`config.mk`:
```
export PLATFORM = sky130hd
export DESIGN_NAME = version_store
export DESIGN_NICKNAME = d
export VERILOG_FILES = /design/src/rtl/version_store_pkg.sv /design/src/rtl/version_store_slot.sv /design/src/rtl/version_store.sv
export SDC_FILE = /design/constraint.sdc
export NUM_CORES = 1
export LEC_CHECK = 0
export CAP_MARGIN = 40
export CORE_ASPECT_RATIO = 0.9
export CORE_UTILIZATION = 35
export CTS_CLUSTER_DIAMETER = 80
export DETAILED_ROUTE_END_ITERATION = 10
export SYNTH_ARGS = -nofsm -noshare
export SYNTH_HDL_FRONTEND = slang
export SYNTH_SLANG_ARGS = --single-unit
```
`constraint.sdc`:
```
create_clock -name clk -period 4.56 [get_ports clk]
set_clock_uncertainty 0.15 [all_clocks]
set_input_delay 0.456 -clock clk [delete_from_list [all_inputs] [get_ports clk]]
set_output_delay 0.456 -clock clk [all_outputs]
set_load 0.05 [all_outputs]
```
`src/rtl/version_store_pkg.sv`:
```
// rtl/version_store_pkg.sv - shared defaults and index-width helper for the version store
package version_store_pkg;

  localparam int DEF_DATA_WIDTH    = 32;
  localparam int DEF_VERSION_WIDTH = 4;
  localparam int DEF_VERSION_NUM   = 4;

  function automatic int idx_width(input int n);
    return (n > 1) ? $clog2(n) : 1;
  endfunction

endpackage

```
`src/rtl/version_store_slot.sv`:
```
// rtl/version_store_slot.sv - one tagged data slot with write-enable, clear and reset
module versionSlot #(
  parameter int DATA_WIDTH    = 32,
  parameter int VERSION_WIDTH = 4
) (
  input  logic                     clk,
  input  logic                     rst_n,
  input  logic                     i_wr_en,
  input  logic                     i_clear,
  input  logic [VERSION_WIDTH-1:0] i_version,
  input  logic [DATA_WIDTH-1:0]    i_data,
  output logic [VERSION_WIDTH-1:0] o_version,
  output logic [DATA_WIDTH-1:0]    o_data,
  output logic                     o_valid
);

  logic [VERSION_WIDTH-1:0] r_version;
  logic [DATA_WIDTH-1:0]    r_data;
  logic                     r_valid;

  // Write wins over clear so a full-store write+free landing on the same slot stays live.
  // Clearing only drops valid; tag and data are kept for inspection.
  always_ff @(posedge clk or negedge rst_n) begin
    if (!rst_n) begin
      r_version <= '0;
      r_data    <= '0;
      r_valid   <= 1'b0;
    end else if (i_wr_en) begin
      r_version <= i_version;
      r_data    <= i_data;
      r_valid   <= 1'b1;
    end else if (i_clear) begin
      r_valid   <= 1'b0;
    end
  end

  assign o_version = r_version;
  assign o_data    = r_data;
  assign o_valid   = r_valid;

endmodule

```
`src/rtl/version_store.sv`:
```
// rtl/version_store.sv - circular buffer of version-tagged slots with write, free and flush
module version_store
  import version_store_pkg::*;
#(
  parameter int DATA_WIDTH    = DEF_DATA_WIDTH,
  parameter int VERSION_WIDTH = DEF_VERSION_WIDTH,
  parameter int VERSION_NUM   = DEF_VERSION_NUM
) (
  input  logic                                 clk,
  input  logic                                 rst_n,
  input  logic                                 wrValid,
  input  logic [DATA_WIDTH-1:0]                wrData,
  output logic                                 wrReady,
  input  logic                                 freeValid,
  input  logic                                 flush,
  output logic [VERSION_WIDTH*VERSION_NUM-1:0] versions,
  output logic [DATA_WIDTH*VERSION_NUM-1:0]    dataInputs,
  output logic [VERSION_NUM-1:0]               validMask,
  output logic [VERSION_WIDTH-1:0]             nextVersion,
  output logic [$clog2(VERSION_NUM+1)-1:0]     count,
  output logic                                 full,
  output logic                                 empty
);

  localparam int IW = idx_width(VERSION_NUM);
  localparam int CW = $clog2(VERSION_NUM + 1);

  logic [IW-1:0]            r_head;
  logic [IW-1:0]            r_tail;
  logic [CW-1:0]            r_count;
  logic [VERSION_WIDTH-1:0] r_next_ver;
  logic                     r_full;
  logic                     r_empty;

  logic          w_do_wr;
  logic          w_do_free;
  logic [IW-1:0] w_head_nxt;
  logic [IW-1:0] w_tail_nxt;
  logic [CW-1:0] w_count_nxt;

  // A free in the same cycle makes room, so a full store still accepts the write.
  assign wrReady   = !flush && (!r_full || freeValid);
  assign w_do_wr   = wrValid && wrReady;
  assign w_do_free = freeValid && !r_empty && !flush;

  assign w_head_nxt = (r_head == IW'(VERSION_NUM - 1)) ? '0 : r_head + 1'b1;
  assign w_tail_nxt = (r_tail == IW'(VERSION_NUM - 1)) ? '0 : r_tail + 1'b1;

  always_comb begin
    w_count_nxt = r_count;
    case ({w_do_wr, w_do_free})
      2'b10:   w_count_nxt = r_count + 1'b1;
      2'b01:   w_count_nxt = r_count - 1'b1;
      default: w_count_nxt = r_count;
    endcase
  end

  always_ff @(posedge clk or negedge rst_n) begin
    if (!rst_n) begin
      r_head     <= '0;
      r_tail     <= '0;
      r_count    <= '0;
      r_next_ver <= '0;
      r_full     <= 1'b0;
      r_empty    <= 1'b1;
    end else if (flush) begin
      r_head  <= '0;
      r_tail  <= '0;
      r_count <= '0;
      r_full  <= 1'b0;
      r_empty <= 1'b1;
    end else begin
      if (w_do_wr) begin
        r_tail     <= w_tail_nxt;
        r_next_ver <= r_next_ver + 1'b1;
      end
      if (w_do_free) begin
        r_head <= w_head_nxt;
      end
      r_count <= w_count_nxt;
      r_full  <= (w_count_nxt == CW'(VERSION_NUM));
      r_empty <= (w_count_nxt == '0);
    end
  end

  for (genvar k = 0; k < VERSION_NUM; k++) begin : g_slot
    logic w_wr_en;
    logic w_clear;
    assign w_wr_en = w_do_wr && (r_tail == IW'(k));
    assign w_clear = flush || (w_do_free && (r_head == IW'(k)));

    versionSlot #(
      .DATA_WIDTH    (DATA_WIDTH),
      .VERSION_WIDTH (VERSION_WIDTH)
    ) u_slot (
      .clk       (clk),
      .rst_n     (rst_n),
      .i_wr_en   (w_wr_en),
      .i_clear   (w_clear),
      .i_version (r_next_ver),
      .i_data    (wrData),
      .o_version (versions[k*VERSION_WIDTH +: VERSION_WIDTH]),
      .o_data    (dataInputs[k*DATA_WIDTH +: DATA_WIDTH]),
      .o_valid   (validMask[k])
    );
  end

  assign nextVersion = r_next_ver;
  assign count       = r_count;
  assign full        = r_full;
  assign empty       = r_empty;

endmodule
```
=== After elaboration in Yosys (flattened, before gate mapping) ===
Cells that the tools add are included.

* Flip-flop bits (word level): 161
* Bits in latches: 0
* RAM bits: 0
* Memory bits (read-only): 0
* Input port bits: 37
* Output and inout bits: 158
* Word-level logic and storage cells: 81
* Memories kept: 0

* Add/sub/neg operators: 5
* Multipliers: 0
* Div/mod/pow operators: 0
* Order comparisons: 0
* Equality and inequality tests: 9
* Shift-type cells: 0
* Multiplexer cells: 18
* Bitwise logic cells: 1
* Reductions and logical operators: 30

{| class="wikitable"
|+ Operator list
! operator !! count
|-
| logical AND 1 bit || 12
|-
| 2-to-1 mux 2 bit || 6
|-
| nonzero test 2 bit || 6
|-
| equality test 2 bit (second input constant) || 5
|-
| 2-to-1 mux 1 bit || 10
|-
| equality test 2 x 1 -> 1 bit (second input constant) || 3
|-
| case mux 3 bit (2 select lines) || 1
|-
| logical OR 1 bit || 5
|-
| adder 2 x 1 -> 2 bit (second input constant) || 2
|-
| adder 4 x 1 -> 4 bit (second input constant) || 1
|-
| logical NOT 2 bit || 2
|-
| adder 3 x 1 -> 3 bit (second input constant) || 1
|-
| equality test 3 bit (second input constant) || 1
|-
| logical NOT 1 bit || 3
|-
| logical NOT 3 bit || 1
|-
| 2-to-1 mux 3 bit || 1
|-
| subtractor 3 x 1 -> 3 bit (second input constant) || 1
|-
| AND reduction 2 bit || 1
|-
| inverter 1 bit || 1
|}

=== Longest topological paths before layout ===
Gate-level depths: netlist of run 1.

* Word-level depth: 8
* Gate-level depth with buffers: 9

=== Modules after synthesis ===
From an unflattened synthesis of run 1, not the netlist that was laid out.

* Cell total of the unflattened synthesis: 395
* Area, all modules: 6926.6 um2

{| class="wikitable"
|+ Modules (own cells, without submodules)
! module !! instances !! cells an instance !! area an instance (um2)
|-
| versionSlot || 4 || 79 || 1522.7
|-
| version_store || 1 || 79 || 835.8
|}

=== Worst setup path before layout of run 1 ===
Ideal clock, no wire load.

* Path type: flip-flop to flip-flop
* Start: register r_full (netlist: full)
* End: register r_full (netlist: full)
* Library setup time: 0.123 ns
* Data arrival time: 2.278 ns
* Path slack: 2.009 ns
* Stages on the path, launching flop included: 9
* Path buffers: 1
* Cells stage by stage: dfrtp_1 > nand2b_1 > buf_2 > nand2_1 > ha_1 > fa_1 > xnor2_1 > o21a_1 > o221a_2

* Longest elaborated chain between the ends: 8

{| class="wikitable"
|+ RTL lines
! item !! line !! source
|-
| start, declared || version_store.sv:32 || <nowiki>logic r_full;</nowiki>
|-
| start signal, assigned || version_store.sv:81 || <nowiki>r_full <= (w_count_nxt == CW'(VERSION_NUM));</nowiki>
|-
| logical NOT 1 bit (*) || version_store.sv:42 || <nowiki>assign wrReady = !flush && (!r_full || freeValid);</nowiki>
|-
| logical OR 1 bit (*) || version_store.sv:42 ||
|-
| logical AND 1 bit (*) || version_store.sv:42 ||
|-
| logical AND 1 bit (*) || version_store.sv:43 || <nowiki>assign w_do_wr = wrValid && wrReady;</nowiki>
|-
| equality test 2 x 1 -> 1 bit or equality test 2 bit (tied branches) || version_store.sv:51 || <nowiki>case ({w_do_wr, w_do_free})</nowiki>
|-
| case mux 3 bit (2 select lines) (*) || version_store.sv:51 ||
|-
| equality test 3 bit (*) || version_store.sv:81 ||
|-
| 2-to-1 mux 1 bit (*) || version_store.sv:66 || <nowiki>end else if (flush) begin</nowiki>
|}

Mark *: on every way between the ends. The rest lies on a longest branch, timed or not.
A chain may end at the register's enable or synchronous reset.

=== Final worst setup path of run 1 ===
* Start: input flush
* End: register r_empty (netlist: empty)

* Longest elaborated chain between the ends: 7

{| class="wikitable"
|+ RTL lines
! item !! line !! source
|-
| start, declared || version_store.sv:15 || <nowiki>input logic flush,</nowiki>
|-
| logical NOT 1 bit || version_store.sv:42, version_store.sv:44 ||
|-
| logical AND 1 bit || version_store.sv:42 ||
|-
| logical AND 1 bit || version_store.sv:43 ||
|-
| equality test 2 x 1 -> 1 bit or equality test 2 bit (tied branches) || version_store.sv:51 ||
|-
| case mux 3 bit (2 select lines) || version_store.sv:51 ||
|-
| logical NOT 3 bit || version_store.sv:82 || <nowiki>r_empty <= (w_count_nxt == '0);</nowiki>
|-
| 2-to-1 mux 1 bit (*) || version_store.sv:66 ||
|-
| end signal, assigned || version_store.sv:82 ||
|-
| end, declared || version_store.sv:33 || <nowiki>logic r_empty;</nowiki>
|}

Marked as above.

==> results of run 1 <==
-- final cells by class --
| cell class | count | area share |
|---|---|---|
| inverter | 5 | 0.001986 |
| clock inverter | 14 | 0.01417 |
| sequential | 161 | 0.4266 |
| timing repair buffer | 202 | 0.2171 |
| clock buffer | 18 | 0.04542 |
| multi-input combinational | 207 | 0.2623 |
| tap | 245 | 0.03245 |
-- logic make-up after synthesis --
kind of cell               synth area share
DFF                                  0.5994
muxes                                0.2959
and+or+nand+nor                     0.03238
buffers and inverters               0.03200
AOI/OAI and AO/OA                   0.01228
adders and majority gates           0.02159
xor gates and xnor gates           0.006513
-- report_power, final --
part           switching, uW  internal, uW  leakage, uW
Combinational           2040          1260      0.00211
Clock                    599           760     0.000260
Sequential               290          1880      0.00202
Total                   2930          3890      0.00438
-- sequential cells by signal (all words and copies together) (netlist names), 2 cells and up --
signal,count
g_slot.u_slot.o_data,128
r_head,2
nextVersion,4
g_slot.u_slot.o_version,16
r_tail,2
count,3
g_slot.u_slot.o_valid,4
-- timing repair --
item,in CTS,in global routing
hold endpoints to repair,11,0
resized for setup,0,0
hold buffers,1,0
-- final timing paths --
path                                               start                            end  slack (ps)  depth (start not counted)
max                                                flush                          empty        1610                          8
min                        g_slot[3].u_slot.o_version[2]  g_slot[3].u_slot.o_version[2]         340                          1
max reg2reg                                         full                          empty        1900                          7
min reg2reg                g_slot[3].u_slot.o_version[2]  g_slot[3].u_slot.o_version[2]         340                          1
max in group asynchronous                          rst_n    g_slot[0].u_slot.o_data[12]        2640                          3
min in group asynchronous                          rst_n     g_slot[0].u_slot.o_data[5]         530                          2
-- cells in the mapped netlist --
library cell | instances | area, sq um
a211o_1 | 1 | 8.760
buf_4 | 4 | 30.03
buf_6 | 14 | 157.7
nand2b_1 | 1 | 6.260
nor3_4 | 1 | 16.27
nor3b_1 | 2 | 15.01
nor2b_4 | 1 | 13.76
and3_1 | 2 | 12.51
ha_1 | 10 | 125.1
a31o_2 | 2 | 17.52
xnor2_1 | 4 | 35.03
clkbuf_1 | 1 | 3.750
inv_1 | 4 | 15.01
buf_2 | 1 | 5.000
clkinv_1 | 1 | 3.750
fa_1 | 1 | 20.02
mux2_4 | 87 | 1306
xor2_1 | 1 | 8.760
dfstp_2 | 1 | 26.28
o221a_2 | 1 | 11.26
o21a_1 | 2 | 15.01
mux2i_1 | 3 | 30.03
nand2_1 | 6 | 22.52
o21ai_0 | 3 | 15.01
dfrtp_1 | 160 | 4004
and2_1 | 4 | 25.02
nor3_1 | 1 | 5.000
mux2_1 | 2 | 22.52
nand3_4 | 3 | 52.55
mux2_2 | 56 | 630.6
nor2_1 | 7 | 26.28
o31ai_1 | 2 | 15.01
nor2b_1 | 2 | 12.51
nand3_1 | 2 | 10.01
-- stage by stage --
step | hold WS (ps) | instance area [sq um] | power (uW) | std cells | util
2_1_floorplan | 10.41 | 6724 | 4339 | 393 | -
3_3_place_gp | 323.9 | 8807 | 5471 | 816 | 0.4739
3_5_place_dp | 324.0 | 8875 | 5499 | 819 | 0.4776
4_1_cts | 349.6 | 9448 | 6896 | 852 | 0.5084
5_1_grt | 369.0 | 9448 | 7107 | 852 | 0.5084
6_report | 342.8 | 9448 | 6822 | 852 | 0.5084
-- per-layer routing --
metal,track usage,share of wire
met5,0,0
met4,0.03551,0.0044
met3,0.06267,0.075
met2,0.2548,0.46
met1,0.2185,0.46
==> impl_metrics.json, run 1 <==
{
  "cts-buffers-inserted": 17,
  "core_sq_um": 18580,
  "grt_pass1_wl_mm": 24.82,
  "netlist_instances": 393,
  "clkTransAtPathRegs_ps": 70,
  "detailedPlace.worstSlack_ps": 1188,
  "die_area_sq_um": 19770,
  "layout.nets": 642,
  "nFillCells": 1612,
  "overflow": 0,
  "drive_gt1_frac": 0.3147,
  "ys_types": 34,
  "clock-sinks": 161,
  "fin_crit_ps": 2952,
  "numPortBuffers": 194,
  "num_rows": 47,
  "critPathRequiredTime_ps": 4730,
  "max-slew-margin-rel": 0.4400,
  "outcome": "finished, final reports clean",
  "place_congestion": 0.7832,
  "p_per_area_nw_per_um2": 722.1,
  "first_pass_iters": 4,
  "initial_core_util": 0.3618,
  "die_w_um": 148.1,
  "drc": 0,
  "multi_input_area_sq_um": 2479,
  "drt-vias-per-instance": 4.655,
  "h-tree-depth": 4,
  "cp_cell_sequence": "clkdlybuf4s50_1 -> clkinv_1 -> and2_1 -> ha_1 -> fa_1 -> nor3b_1 -> nor2_1 -> o31ai_1",
  "antenna_found_initial": 0,
  "grt_max_degree": 93,
  "ys_seq_area_frac": 0.5994,
  "cts_buffer_depth": 2,
  "ant_nets": 0,
  "ys_ff_latch": 161,
  "crit_arrival_ps": 3120,
  "maxCapViolations": 0,
  "wire_per_inst_um": 18.25,
  "cts_tree": "done",
  "hold_viol": 0,
  "finalCritPeriodShare": 0.6474,
  "hold_path_class": "reg2reg",
  "route.vias.total": 3966,
  "clkLatencyLatePin_ps": 410,
  "fmax_mhz": 338.7,
  "end_kind": "flop",
  "worstPathMaxFanout": 9,
  "ys_warn_count": 0,
  "finalSetupViolCount": 0,
  "synth.avg_cell_area_sq_um": 17.11,
  "tightest_slew_ps": 840.0,
  "drt_wl_total_mm": 15.55,
  "antennaDiodeCount": 0,
  "grt_usage": 0.1645,
  "slew_viol_final": 0,
  "slowest_stage": "clkdlybuf4s50_1",
  "start_kind": "input pin",
  "path_buf_inv": 2,
  "root_buffer": "clkbuf_16",
  "worst_path_largest_cell_delay_ps": 730,
  "grt_pass1_vias": 4290,
  "regArea_sq_um": 4030,
  "final_cell_mix": "clkdlybuf4s50_1, dfrtp_1, mux2_4",
  "area_growth_pct": 40.51,
  "die_h_um": 133.5,
  "finalSetupTns_ps": 0,
  "worst-setup-path-type": "in2reg",
  "dp_hpwl_mm": 10.45,
  "leakagePower_uw": 0.004384,
  "peakVddDrop_v": 0.0004574,
  "postCtsSetupBuffers": 0,
  "drtIter0Drc": 87,
  "path_delay_family": "buffers and inverters",
  "syn-num-nets": 441,
  "finalWorstSetupSlack_ps": 1608,
  "synthesis.area_sq_um": 6724,
  "io_pins": 195,
  "rsz0062_at_grt": "no",
  "mostFrequentLayoutCell": "clkdlybuf4s50_1"
}
Power figures use the tool's default switching activity.
==> run 2: changes to the inputs <==
==> constraint.sdc (replaced) <==
create_clock -name clk -period 3 [get_ports clk]
set_clock_uncertainty 0.15 [all_clocks]
set_input_delay 0.3 -clock clk [delete_from_list [all_inputs] [get_ports clk]]
set_output_delay 0.3 -clock clk [all_outputs]
set_load 0.05 [all_outputs]
==> run 2 against run 1 <==
Clock-buffer cell count is 1 higher. Routed wire length is 1.8% higher. Combinational power is 52% higher. Core utilization is 0.48 points higher. Clock power is 56% higher. Worst setup slack worse by 980 ps. Design area is 0.94% higher. Flip-flop and latch count stayed put. Hold slack worse by 59 ps.
==> impl_metrics.json, run 2 (synthesis gave the netlist of run 1 again) <==
{
  "cts_tree": "done",
  "grt_pass1_vias": 4372,
  "finalCritPeriodShare": 0.7899,
  "wl_met2_mm": 7.267,
  "combPwrFrac": 0.481,
  "wire_per_inst_um": 18.38,
  "holdWs_ps": 284.1,
  "drtIter0Drc": 126,
  "clkPwrFrac": 0.203,
  "route.vias.total": 3985,
  "clkLatencyLatePin_ps": 430,
  "p_per_area_nw_per_um2": 1095,
  "cts_resized": 0,
  "clock-sinks": 161,
  "worstPathMaxFanout": 5,
  "maxCapViolations": 0,
  "grt_pass1_wl_mm": 25.27,
  "peakVddDrop_v": 0.0005417,
  "leakagePower_uw": 0.004436,
  "area_growth_pct": 41.83,
  "grt_max_degree": 61,
  "cts-buffers-inserted": 17,
  "nFillCells": 1616,
  "largest_register_ffs": 128,
  "slowest_stage": "clkdlybuf4s50_1",
  "fmax_mhz": 422.0,
  "overflow": 0,
  "worst-setup-path-type": "in2reg",
  "netSwitchingFraction": 0.4284,
  "mostFrequentLayoutCell": "clkdlybuf4s50_1",
  "fin_crit_ps": 2370,
  "end_kind": "flop",
  "outcome": "finished, final reports clean",
  "die_area_sq_um": 19770,
  "rsz0062_at_grt": "no",
  "first_pass_iters": 4,
  "crit_arrival_ps": 2580,
  "ant_nets": 0,
  "postCtsSetupBuffers": 0,
  "dp_hpwl_mm": 10.62,
  "h-tree-depth": 4,
  "layout.nets": 651,
  "grt_usage": 0.1684,
  "antennaDiodeCount": 0,
  "drt-vias-per-instance": 4.628,
  "hold_path_class": "in2async",
  "regArea_sq_um": 4030,
  "finalSetupViolCount": 0,
  "antenna_found_initial": 0,
  "cp_cell_sequence": "clkdlybuf4s50_1 -> clkinv_1 -> and2_1 -> ha_1 -> fa_1 -> xnor2_1 -> nor3_1 -> o221a_2",
  "clkTransAtPathRegs_ps": 60,
  "drive_gt1_frac": 0.3263,
  "hold_viol": 0,
  "slew_viol_final": 0,
  "initial_core_util": 0.3618,
  "drc": 0,
  "start_kind": "input pin",
  "final_cell_mix": "clkdlybuf4s50_1, dfrtp_1, mux2_4",
  "num_rows": 47,
  "routed.top_layer": "met4",
  "internal_power_uw": 5969,
  "numPortBuffers": 194,
  "max-slew-margin-rel": 0.6120,
  "core_sq_um": 18580,
  "drt_wl_total_mm": 15.82,
  "worst_path_largest_cell_delay_ps": 620,
  "root_buffer": "clkbuf_16",
  "critPathRequiredTime_ps": 3210,
  "p_seq_frac": 0.316,
  "finalSetupTns_ps": 0,
  "tightest_slew_ps": 582.1,
  "wl_met1_mm": 7.108,
  "wl_met3_mm": 1.320,
  "place_congestion": 0.7408,
  "die_h_um": 133.5,
  "multi_input_area_sq_um": 2479,
  "cts_buffer_depth": 2,
  "die_w_um": 148.1,
  "io_pins": 195,
  "p_switching_uw": 4473
}
run 2: cell type report:
class | count | area share
clock buffers | 19 | 0.04749
clock inverters | 13 | 0.01325
inverters | 5 | 0.001968
multi-input cells | 207 | 0.2599
flip-flops and latches | 161 | 0.4226
well taps | 245 | 0.03214
repair buffers | 211 | 0.2226
run 2: final timing paths:
kind	from	to	slack, ps	cells after the start
min in group clk	g_slot[3].u_slot.o_version[2]	g_slot[3].u_slot.o_version[2]	350	1
setup / recovery	flush	full	630	8
max in group asynchronous	rst_n	g_slot[3].u_slot.o_data[21]	1630	3
hold / removal	rst_n	g_slot[1].u_slot.o_data[3]	280	2
setup reg to reg	empty	full	670	7
hold reg to reg	g_slot[3].u_slot.o_version[2]	g_slot[3].u_slot.o_version[2]	350	1
run 2: per-stage QoR:
step / instance area, sq um / cells / power, uW / setup WS, ps / utilization
CTS: 9537 / 861 / 10540 / 630.6 / 0.5132
finish: 9537 / 861 / 10440 / 630.2 / 0.5132
global route: 9537 / 861 / 10870 / 523.2 / 0.5132
floorplan: 6724 / 393 / 6596 / 449.3 / -
global placement: 8947 / 828 / 8332 / 281.2 / 0.4815
detailed placement: 8947 / 828 / 8373 / 217.0 / 0.4815
run 2: timing repair:
| action | 4_1_cts | 5_1_grt |
|---|---|---|
| hold endpoints to repair | 57 | 0 |
| hold buffers | 1 | 0 |
| setup endpoints to repair | 0 | 0 |
run 2: power groups by stage:
stage	logic (uW)	clock network [uW]	registers, uW
6_report	5030	2120	3290
5_1_grt	5210	2280	3390
4_1_cts	5070	2170	3300
3_3_place_gp	5030	0	3300
2_1_floorplan	969	0	5630
3_5_place_dp	5050	0	3320
run 2: critical path, delay by kind of cell:
kind            cells  cell delay [ps]
xor+xnor            1              170
buf+inv             2              750
compound gates      1              240
fa+ha+maj           2              650
simple gates        2              460
run 2: routing by layer:
metal | vias to the layer above | global-route usage
met5 | - | 0
met4 | 0 | 0.04296
met3 | 10 | 0.07021
met2 | 133 | 0.2561
met1 | 2047 | 0.2210
li1 | 1795 | -
==> run 3: changes to the inputs <==
==> constraint.sdc (replaced) <==
create_clock -name clk -period 2.39 [get_ports clk]
set_clock_uncertainty 0.15 [all_clocks]
set_input_delay 0.239 -clock clk [delete_from_list [all_inputs] [get_ports clk]]
set_output_delay 0.239 -clock clk [all_outputs]
set_load 0.05 [all_outputs]
==> run 3 against run 2 <==
Worst setup slack worse by 460 ps. Final cell count is 1.0% higher. Core utilization is 0.70 points higher. Critical endpoint is now empty. Largest cell class unchanged. Highest routed layer unchanged.
==> impl_metrics.json, run 3 (synthesis gave the netlist of run 1 again) <==
{
  "outcome": "finished, final reports clean",
  "ff2ff_setup_slack_ps": 170,
  "antennaDiodeCount": 0,
  "numPortBuffers": 194,
  "drtIter0Drc": 84,
  "end_kind": "flop",
  "rsz0062_at_grt": "no",
  "clkLatencyLatePin_ps": 420,
  "p_per_area_nw_per_um2": 1351,
  "die_h_um": 133.5,
  "clkTransAtPathRegs_ps": 70,
  "path_delay_family": "adder cells",
  "reg2reg_depth": 7,
  "r2r-end": "empty",
  "area_growth_pct": 43.77,
  "overflow": 0,
  "place_congestion": 0.7517,
  "slew_viol_final": 0,
  "startpoint": "empty",
  "cts_buffer_depth": 2,
  "worstPathMaxFanout": 2,
  "slowest_stage": "dfstp_2",
  "clock-sinks": 161,
  "die_w_um": 148.1,
  "fmax_mhz": 450.7,
  "grt_pass1_wl_mm": 25.24,
  "grt_pass1_vias": 4400,
  "finalPower_uw": 13060,
  "io_pins": 195,
  "finalCritPeriodShare": 0.9283,
  "drt-vias-per-instance": 4.617,
  "critPathRequiredTime_ps": 2560,
  "finalSetupTns_ps": 0,
  "drc": 0,
  "finalSetupViolCount": 0,
  "final_cell_mix": "clkdlybuf4s50_1, dfrtp_1, mux2_4",
  "largest_register_ffs": 128,
  "place_inst": 837,
  "worst_path_largest_cell_delay_ps": 540,
  "h-tree-depth": 4,
  "peakVddDrop_v": 0.0007160,
  "fin_crit_ps": 2219,
  "start_kind": "flop",
  "dp_hpwl_mm": 10.60,
  "final_area_sq_um": 9667,
  "hold_viol": 0,
  "placed_area_sq_um": 9091,
  "first_pass_iters": 4,
  "use_met2": 0.2632,
  "leakagePower_uw": 0.004496,
  "drive_gt1_frac": 0.3456,
  "num_rows": 47,
  "antenna_found_initial": 0,
  "tightest_slew_ps": 761.7,
  "final_cell_count_no_fill": 870,
  "drt_wl_total_mm": 15.73,
  "cts_resized": 0,
  "mostFrequentLayoutCell": "clkdlybuf4s50_1",
  "use_met1": 0.2260,
  "crit_arrival_ps": 2390,
  "die_area_sq_um": 19770,
  "use_met3": 0.04897,
  "max-slew-margin-rel": 0.4922,
  "maxCapViolations": 0,
  "worst-setup-path-type": "reg2reg",
  "root_buffer": "clkbuf_16",
  "core_sq_um": 18580,
  "path_buf_inv": 0,
  "worst-path-stages": 7,
  "cts-buffers-inserted": 17,
  "route.vias.total": 4017,
  "r2r-start": "empty",
  "initial_core_util": 0.3618,
  "cts_tree": "done",
  "hold_path_class": "in2async",
  "grt_max_degree": 78,
  "wire_per_inst_um": 18.08,
  "ant_nets": 0,
  "top_usage_layer": "met2",
  "endpoint": "empty",
  "grt_usage": 0.1671,
  "cp_cell_sequence": "nor2b_1 -> and2_4 -> ha_4 -> fa_2 -> nor3b_1 -> nor2_1 -> o31ai_1",
  "layout.nets": 660
}
## run 3: cell type report
cell class	count	area (sq um)
inverter	5	18.77
timing repair buffer	220	2238
multi-input combinational	207	2506
fill	1597	8916
clock inverter	13	122.6
sequential	161	4031
tap	245	306.5
clock buffer	19	442.9
## run 3: report_power, final
part	switching (uW)	total, uW	internal [uW]
clock	1190	2590	1400
sequential	530	4110	3580
combinational	3920	6370	2450
## run 3: worst min path at each step
stage / to / slack, ps / depth (start not counted)
6_report: g_slot[1].u_slot.o_data[19] / 270 / 2
5_1_grt: g_slot[0].u_slot.o_data[19] / 350 / 2
4_1_cts: g_slot[1].u_slot.o_data[19] / 300 / 2
3_5_place_dp: g_slot[1].u_slot.o_data[19] / 180 / 1
3_3_place_gp: g_slot[1].u_slot.o_data[19] / 180 / 1
2_1_floorplan: count[0] / -210 / 0
## run 3: worst reg2reg max path, stage by stage, from the launching register on
cell and delay, ps:
dfstp_2 540, nor2b_1 60, and2_4 140, ha_4 160
fa_2 440, nor3b_1 290, nor2_1 100, o31ai_1 240
## run 3: stage by stage
step	hold WS [ps]	util	setup slack [ps]
floorplan	-206.6	-	-49.24
global placement	177.0	0.4892	-76.87
detailed placement	180.6	0.4892	-198.4
CTS	301.1	0.5202	157.5
global route	349.6	0.5202	39.50
finish	266.6	0.5202	171.4
## run 3: routing by layer
layer / wire length (um) / up-vias
li1: - / 1810
met5: 0 / -
met4: 119 / 0
met2: 7381 / 120
met3: 863 / 10
met1: 7363 / 2077
## run 3: what timing repair did
action | 4_1_cts | 5_1_grt
setup endpoints to repair | 0 | 0
endpoints found under the hold margin | 69 | 0
hold buffers | 1 | 0
setup buffers | 0 | 0
==> edit (flow settings as in run 1) <==
The package constant `DEF_DATA_WIDTH` goes from 32 to 64.
--- a/src/rtl/version_store_pkg.sv
+++ b/src/rtl/version_store_pkg.sv
@@ -3,3 +3,3 @@
 
-  localparam int DEF_DATA_WIDTH    = 32;
+  localparam int DEF_DATA_WIDTH    = 64;
   localparam int DEF_VERSION_WIDTH = 4;
Interface: changed (resized dataInputs and wrData); port bits go from 195 to 355. No check against the original RTL was run, so the function may have changed too.
==> edit against run 1 <==
  * Setup slack gained 0.14 ns
  * Area after synthesis grew 66%
  * Wire length grew 83%
  * Design area grew 71%
  * Register-to-register slack gained 0.09 ns
  * Power grew 76%
  * Sequential cell count grew 128
  * First-iteration DRC count grew to 2.7 times the old value
  * Largest cell class unchanged
  * Largest power group unchanged
==> edit: results (changes against run 1) <==
Largest net degree at the start of global routing - 120 (+29%)
Number of enable flip-flop cells after synthesis - 0 (unchanged)
Unique masters post-synth - 33 (-2.9%)
H-tree levels - 1 (-3)
Clock buffer depth - 3 (+1)
Starting DRC count in detailed routing - 236 (+170%)
Postcts setup bufs - 0 (unchanged)
# fillers - 2674 (+66%)
Net count after synthesis - 745 (+69%)
Root Buffer Master - clkbuf_16
Clk_lat worst skew - 0.55 ns (+0.14 ns)
FF-to-FF Start - full$_DFF_PN0_
Part of the Yosys area used for sequential elements - 64.7% (+4.8 points)
Gr usage total - 17.2% (+0.77 points)
Hold wc startpoint - g_slot[2].u_slot.o_data[9]$_DFFE_PN0P_
Slew @ Worst Pin - 0.936 ns (+0.0961 ns)
CTS buffer count - 31 (+14)
Top cells by area, synth - dfrtp_1 (64%), mux2_2 (25%), mux2_4 (3.6%), ha_1 (1.1%), buf_2 (0.94%)
PortBufs - 354 (+82%)
Final number of setup-violating endpoints - 0 (unchanged)
Worst VDD drop - 0.447 mV (-2.3%)
Vias per cell - 4.74 (+1.8%)
Leak - 7.14 nW (+63%)
HPWL Detailed - 19.0 mm (+81%)
Status - complete, no violations
Diodes inserted - 0 (unchanged)
Crit. Startpoint - flush
Max reg flops - 256 (+100%)
Share of layout cells above drive strength 1 - 32.9% (+1.4 points)
Total Routed Length - 28.4 mm (+83%)
# nets final - 1106 (+72%)
Vias in the first global route - 7240 (+69%)
Placer congestion estimate - 0.763 (-2.6%)
Post-synth top cells - dfrtp_1 (288), mux2_2 (246), mux2_4 (27)
First-pass GRT wire length - 43.7 mm (+76%)
## edit: cell types whose count changed in the layout (fill, tap and decap cells not counted), sizes merged, moves of 4 or more
cell	delta
clkbuf	+24
clkdlybuf4s50	+160
clkinv	+4
clkinvlp	-4
dfrtp	+128
mux2	+128
## edit: logic make-up (layout without fill, tap and decap cells)
logic type / after synthesis / in the layout / share of synthesized area [%]
AO/OA/AOI/OAI: 11 / 11 / 0.739
XOR/XNOR: 5 / 5 / 0.392
adder cells (fa/ha/maj): 11 / 11 / 1.30
buffers and inverters: 41 / 423 / 2.35
flip-flops: 289 / 289 / 64.7
multiplexers: 276 / 276 / 28.7
AND/OR/NAND/NOR: 32 / 32 / 1.85
## edit: worst max-delay path, stage by stage
cell and delay [ns]:
clkdlybuf4s50_1 0.59, nor2b_2 0.49, nand2_1 0.24, ha_1 0.28, fa_1 0.38, xnor2_1 0.15
o21a_1 0.21, o221a_2 0.28
## edit: per-layer routing
metal	share of wire, %	global-route usage [%]
met3	11	7.33
met5	0	0
met4	1.8	3.62
met1	41	21.3
met2	46	28.0
## edit: worst paths after layout
| kind | endpoint | slack, ns | cells after the start |
|---|---|---|---|
| min reg2reg | g_slot[2].u_slot.o_data[9]$_DFFE_PN0P_ | 0.35 | 1 |
| min in group asynchronous | g_slot[0].u_slot.o_data[42]$_DFFE_PN0P_ | 0.42 | 2 |
| max in group asynchronous | g_slot[2].u_slot.o_data[62]$_DFFE_PN0P_ | 2.84 | 3 |
| max | full$_DFF_PN0_ | 1.75 | 8 |
| max reg2reg | full$_DFF_PN0_ | 1.99 | 7 |
| min | g_slot[2].u_slot.o_data[9]$_DFFE_PN0P_ | 0.35 | 1 |
## edit: layout make-up
class,instances,area [µm²],area share [%]
clock buffers,42,907,5.61
clock inverters,12,120,0.743
inverters,5,18.8,0.116
multi-input cells,335,3690,22.8
flip-flops and latches,289,7230,44.8
well taps,409,512,3.17
repair buffers,364,3680,22.8
## edit: power breakdown
group | switching, mW | internal [mW] | leakage (nW) | total [mW]
sequential | 0.430 | 3.37 | 3.61 | 3.80
clock | 1.02 | 1.49 | 0.514 | 2.51
combinational | 3.69 | 2.02 | 3.02 | 5.71
## edit: what timing repair did
item	CTS	global route
endpoints found under the hold margin	116	0
hold buffers	1	0
gates resized for setup	0	0
## edit: per-stage QoR
step | instance area (µm²) | instances | total power [mW] | setup slack, ns
detailed placement | 15100 | 1401 | 9.59 | 1.17
global route | 16200 | 1456 | 12.5 | 1.57
floorplan | 11200 | 665 | 7.48 | 2.01
CTS | 16200 | 1456 | 12.2 | 1.78
global placement | 15100 | 1401 | 9.55 | 1.26
finish | 16200 | 1456 | 12.0 | 1.75
